`src/rtl/rp_wb_sched.sv`:
```
// Writeback scheduler: round-robin arbitration between the ALU (wb0) and LSU
// (wb1) writeback requests onto a single GPR write port, a one-entry output
// stage, and a load-destination scoreboard that drives the decode read-hazard
// stall.
module rp_wb_sched #(
  parameter int AW = 5,
  parameter int XW = 32
) (
  input  logic          clk,
  input  logic          rst,
  input  logic          iss_vld,
  output logic          iss_rdy,
  input  logic [AW-1:0] iss_rd,
  input  logic          wb0_vld,
  output logic          wb0_rdy,
  input  logic [AW-1:0] wb0_a,
  input  logic [XW-1:0] wb0_d,
  input  logic          wb1_vld,
  output logic          wb1_rdy,
  input  logic [AW-1:0] wb1_a,
  input  logic [XW-1:0] wb1_d,
  output logic          e_rd,
  output logic [AW-1:0] a_rd,
  output logic [XW-1:0] d_rd,
  input  logic          e_rs1,
  input  logic          e_rs2,
  input  logic [AW-1:0] a_rs1,
  input  logic [AW-1:0] a_rs2,
  output logic          hzd
);

  localparam int NR = 1 << AW;

  logic          lg_q, lg_d;
  logic          ov_q, ov_d;
  logic [AW-1:0] oa_q, oa_d;
  logic [XW-1:0] od_q, od_d;
  logic          os_q, os_d;
  logic [NR-1:1] busy_q, busy_d;

  logic [NR-1:0] busy_vec;
  logic          g0, g1, wb_hs;
  logic          iss_hs, clr_en;
  logic          hz1, hz2;

  // x0 is never busy: view the scoreboard with a hard zero at index 0
  assign busy_vec = {busy_q, 1'b0};

  // Round-robin grant: on contention the source that did not win last time wins
  always_comb begin
    g0    = wb0_vld & (~wb1_vld | lg_q);
    g1    = wb1_vld & (~wb0_vld | ~lg_q);
    wb_hs = g0 | g1;
  end

  assign wb0_rdy = g0;
  assign wb1_rdy = g1;

  // Output stage always accepts; payload only reloads on a completed handshake
  always_comb begin
    ov_d = wb_hs;
    oa_d = oa_q;
    od_d = od_q;
    os_d = os_q;
    lg_d = lg_q;
    if (wb_hs) begin
      oa_d = g1 ? wb1_a : wb0_a;
      od_d = g1 ? wb1_d : wb0_d;
      os_d = g1;
      lg_d = g1;
    end
  end

  // Scoreboard: loads set on issue, LSU commits clear; a set wins over a clear
  always_comb begin
    iss_rdy = (iss_rd == '0) | ~busy_vec[iss_rd];
    iss_hs  = iss_vld & iss_rdy & (iss_rd != '0);
    clr_en  = ov_q & os_q & (oa_q != '0);
    busy_d  = busy_q;
    for (int i = 1; i < NR; i++) begin
      if (clr_en && (oa_q == AW'(i))) busy_d[i] = 1'b0;
      if (iss_hs && (iss_rd == AW'(i))) busy_d[i] = 1'b1;
    end
  end

  // Read hazard: pending load, or a write still sitting in the output stage
  always_comb begin
    hz1 = e_rs1 & (a_rs1 != '0) & (busy_vec[a_rs1] | (ov_q & (oa_q == a_rs1)));
    hz2 = e_rs2 & (a_rs2 != '0) & (busy_vec[a_rs2] | (ov_q & (oa_q == a_rs2)));
    hzd = hz1 | hz2;
  end

  assign e_rd = ov_q & (oa_q != '0);
  assign a_rd = oa_q;
  assign d_rd = od_q;

  // State registers; reset flushes the output stage and the whole scoreboard
  always_ff @(posedge clk or posedge rst) begin
    if (rst) begin
      lg_q   <= 1'b1;
      ov_q   <= 1'b0;
      oa_q   <= '0;
      od_q   <= '0;
      os_q   <= 1'b0;
      busy_q <= '0;
    end else begin
      lg_q   <= lg_d;
      ov_q   <= ov_d;
      oa_q   <= oa_d;
      od_q   <= od_d;
      os_q   <= os_d;
      busy_q <= busy_d;
    end
  end

endmodule

```
`config.mk`:
```
export PLATFORM = sky130hd
export DESIGN_NAME = rp_wb_sched
export DESIGN_NICKNAME = d
export VERILOG_FILES = /design/src/rtl/rp_wb_sched.sv
export SDC_FILE = /design/constraint.sdc
export NUM_CORES = 1
export LEC_CHECK = 0
export CAP_MARGIN = 20
export CORE_ASPECT_RATIO = 0.75
export CORE_MARGIN = 2
export CORE_UTILIZATION = 30
export DETAILED_ROUTE_END_ITERATION = 16
export PLACE_DENSITY = 0.68
export SETUP_SLACK_MARGIN = 0.15
export SLEW_MARGIN = 30
export SYNTH_ARGS = -nofsm -noshare
export SYNTH_HDL_FRONTEND = slang
export SYNTH_SLANG_ARGS = --single-unit
```
`constraint.sdc`:
```
create_clock -name clk -period 7.22 [get_ports clk]
set_input_delay 1.444 -clock clk [delete_from_list [all_inputs] [get_ports clk]]
set_output_delay 1.444 -clock clk [all_outputs]
set_load 0.1 [all_outputs]
```
Yosys cells after proc, flatten, opt, wreduce, memory -nomap -nowiden. Index checks and enable logic that the tools add are counted.

Bits in registers: 71. Latch bits: 0. Memory bits (writable): 0. Bits in read-only memories: 0. Word-level logic and storage cells: 295. Memories: 0.

Add/subtract/negate cells: 0. Multipliers: 0. Div/mod/pow operators: 0. Order comparisons: 3. Eq/ne operators: 64. Shift-type cells: 0. Muxes and demuxes: 70. Bitwise gates (word level): 24. Reductions and logical operators: 98.

Operators by type and width (count): == test 5 bit, second input constant (32); == test 5 x 4 -> 1 bit, second input constant (16); two-way mux 1 bit (65); logical AND 1 bit (62); nonzero test 2 bit (31); == test 5 x 3 -> 1 bit, second input constant (8); two-way mux 32 bit (1); == test 5 x 2 -> 1 bit, second input constant (4); nonzero test 5 bit (4); less-than comparator 5 x 6 -> 1 bit, second input constant (3); binary-select mux 1 bit (select 5 bit) (3); AND 1 bit (13); == test 5 x 1 -> 1 bit, second input constant (2); == test 5 bit (2); bitwise OR 1 bit (7); zero test 5 bit (1); two-way mux 5 bit (1); inverter 1 bit (4).

Longest topological paths before layout.
Depth after elaboration: 8. Depth in mapped cells: 7.

Worst setup path after synthesis. No wires, ideal clock.

Kind: input port to output port. Start point: in a_rs1[2]. End point: out hzd. Arrival time: 4616 ps. Required time: 5776 ps. Slack: 1160 ps. Stages: 6. Path buffers: 1. Cells stage by stage: clkbuf_1 > xor2_1 > nor4_1 > and3_1 > nor3b_1 > o32ai_1.

Cells in the longest elaborated chain, start to end: 5.

RTL lines: from (decl) (line 27) `input logic [AW-1:0] a_rs1,`; binary-select mux 1 bit (select 5 bit) or == test 5 bit (tied branches) (line 88) `hz1 = e_rs1 & (a_rs1 != '0) & (busy_vec[a_rs1] | (ov_q & (oa_q == a_rs1)));`; two-way mux 1 bit (implied by the code) or AND 1 bit (tied branches) (line 88); bitwise OR 1 bit (line 88); AND 1 bit * (line 88); bitwise OR 1 bit * (line 90) `hzd = hz1 | hz2;`; to (decl) (line 29) `output logic hzd`.

Every way passes the cells marked *; elsewhere a longest branch is shown, timed or not. The select of a mux whose other input is x is not followed.

Final worst setup path.
Start point: in a_rs2[0]. End point: out hzd.

Cells in the longest elaborated chain, start to end: 5.

RTL lines: from (decl) (line 28) `input logic [AW-1:0] a_rs2,`; binary-select mux 1 bit (select 5 bit) or == test 5 bit (tied branches) (line 89) `hz2 = e_rs2 & (a_rs2 != '0) & (busy_vec[a_rs2] | (ov_q & (oa_q == a_rs2)));`; two-way mux 1 bit (implied by the code) or AND 1 bit (tied branches) (line 89); bitwise OR 1 bit (line 89); AND 1 bit * (line 89); bitwise OR 1 bit * (line 90).

Marked as above.

==> reports/metrics.cfg <==
[finish]
register_area_mm2 = 0.00178
layout_common_cells = clkdlybuf4s50_1, nor2_1, dfrtp_1
final_nets = 634
n_antenna_cell = 0
fin_util_pct = 44.6
num-fill-cells = 1192
final_common_cell = clkdlybuf4s50_1
multiInputGateArea_mm2 = 0.00207
syn2layout_area_growth_pct = 45.4
drive_gt1_share_pct = 9.39

[detailed_routing]
first_pass_iters = 5
vias = 3931
routed_via_density = 5.51
routedWlPerCell_um = 18.8
wl_um = 13400
drc = 0
detail-route-antenna-nets = 0
drt_iter0_markers = 233

[sta]
slew_headroom_pct = 32.9
tns_ns = 0
setup_violations = 0
finalCriticalPeriod_ns = 5.64
layout_setup_ws_ns = 1.58
rsz0062_at_grt = no
fin_skew_ns = 0.00607
max_freq_ghz = 0.177
period_share_pct = 78.0
maxSlewViolCount = 0
hold_viol = 0
tightest_slew_ns = 1.00

[global_route]
grt_max_degree = 72
grt_pass1_vias = 4035
grt_overflow_total = 0
grt_pass1_wl_um = 21300
grt_antenna_before_repair = 0
grt.total_usage_pct = 19.4

[place]
place_congestion = 0.932
dpl_worst_slack_ns = 1.63
io_buffers = 137
place_hpwl_um = 9850

[critical_path]
required_ns = 5.78
critPathBufInv = 2
endpoint_kind = primary output
worstSetupStartpointType = input pin
crit_chain = clkdlybuf4s50_1 -> mux4_2 -> mux2i_1 -> nand2_1 -> a2111oi_0 -> o32ai_1 -> buf_4
path_delay_family = buffers and inverters
path_max_fanout = 16
cp_slowest_cell = clkdlybuf4s50_1
worstSetupPathType = in2out
critPathArrivalTime_ns = 4.19
cpPeakStageDelay_ns = 1.06

[die]
initial_core_util_pct = 30.7
die_y_um = 104
core_area_mm2 = 0.0130
die_w_um = 137
std_cell_rows = 36
dieArea_mm2 = 0.0143
io_pins = 138

[clock_tree]
cts.repair.resized = 0
cts_setup_buffers = 0
clk_pin_slew_ns = 0.06
clkSinkCount = 71
ctsHoldBuffers = 0
clk_latency_ns = 0.33
cts_inserted_buffers = 9
cts_tree = yes
root_buffer = clkbuf_16
htree_levels = 3
cts_buffer_depth = 2

[yosys]
syn_inst = 414
synth_seq_area_share_pct = 44.5
syn_nets = 510
yosys_warnings = 0
synth_ff_type = dfrtp_1
ys_ff_latch = 71
synth_async_sr_flop_share_pct = 100
syn_avg_cell_area_um2 = 9.65
netlist_area_mm2 = 0.00400
synth_edf_count = 0
yosysUniqueCellTypes = 43

[power]
power_frac_seq_pct = 35.7
cellPowerDensity_mw_per_mm2 = 313
p_leak_uw = 0.00222
ir_drop_v = 0.000208
intPower_uw = 1080
power_frac_clock_pct = 26.5
finalPower_uw = 1820
power_frac_comb_pct = 37.8
p_sw_share_pct = 40.8
p_sw_uw = 743

[outcome]
outcome = completed

[flow_run]
drv_cap = 0

[min_path]
hold_class = reg2reg

synthesized netlist by cell type, drive strengths merged (3+ instances only):
library cell,number,area (um^2)
mux2i,10,100
nand2,16,60.1
a22oi,3,22.5
inv,9,33.8
nand3,4,20.0
dfrtp,70,1750
or3,4,25.0
a21oi,5,25.0
mux2,6,67.6
xor2,8,70.1
and3,5,31.3
a31oi,6,37.5
or2,7,43.8
buf,4,28.8
o21ai,62,310
nand2b,10,62.6
clkbuf,23,86.3
o22ai,37,231
mux4,19,454
nor2b,3,18.8
nor2,76,285
metal layers:
layer  vias up  part of all wire [%]  global-route usage, %
met1      1903                    42                   26.2
met4         0                   1.3                   5.38
met5         -                     0                      0
met2       239                    43                   28.0
met3        17                    13                   8.53
li1       1772                     -                      -
cell type report:
class	instances	share of cell area, %
clock buffer	9	3.88
clock inverter	7	1.68
inverter	9	0.582
multi-input combinational	307	35.7
sequential	71	30.6
tap	171	3.68
timing repair buffer	140	23.9
power by group through the flow:
| stage | Combinational, uW | Sequential [uW] | Clock, uW |
|---|---|---|---|
| floorplan | 325 | 761 | 0 |
| global placement | 670 | 640 | 0 |
| detailed placement | 684 | 646 | 0 |
| CTS | 688 | 640 | 489 |
| global route | 738 | 658 | 508 |
| finish | 688 | 650 | 481 |
stage by stage:
stage          hold WS (ns)  cell area (um^2)  instances
2_1_floorplan         0.480              4000        414
3_3_place_gp          0.491              5490        698
3_5_place_dp          0.501              5480        698
4_1_cts               0.514              5800        714
5_1_grt               0.538              5810        714
6_report              0.508              5810        714
sequential cells by signal, summed over array words and instances (netlist names):
register  flops
a_rd          5
busy_q       31
d_rd         32
lg_q          1
os_q          1
ov_q          1
worst register-to-register path: stages, from the launching register on:
cell	delay (ns)
dfrtp_1	0.44
mux4_2	0.50
or4b_1	0.61
o21ai_0	0.20
path summary, 6_finish.rpt:
check                           start  slack [ns]         to  cells past startpoint
min in group asynchronous         rst        1.60    d_rd[7]                      3
hold / removal               d_rd[10]        0.51   d_rd[10]                      2
hold reg to reg              d_rd[10]        0.51   d_rd[10]                      2
setup reg to reg           busy_q[11]        5.38  busy_q[8]                      3
max in group asynchronous         rst        5.17  busy_q[4]                      3
setup / recovery             a_rs2[0]        1.58        hzd                      7
cell families after synthesis:
| kind of cell | count (synthesis) | share of synthesized area, % |
|---|---|---|
| mux | 35 | 15.6 |
| flops | 71 | 44.5 |
| simple gates | 140 | 16.4 |
| xor+xnor | 10 | 2.19 |
| compound gates | 122 | 17.6 |
| buf+inv | 36 | 3.73 |
No activity file was read; power rests on OpenSTA's default activity.
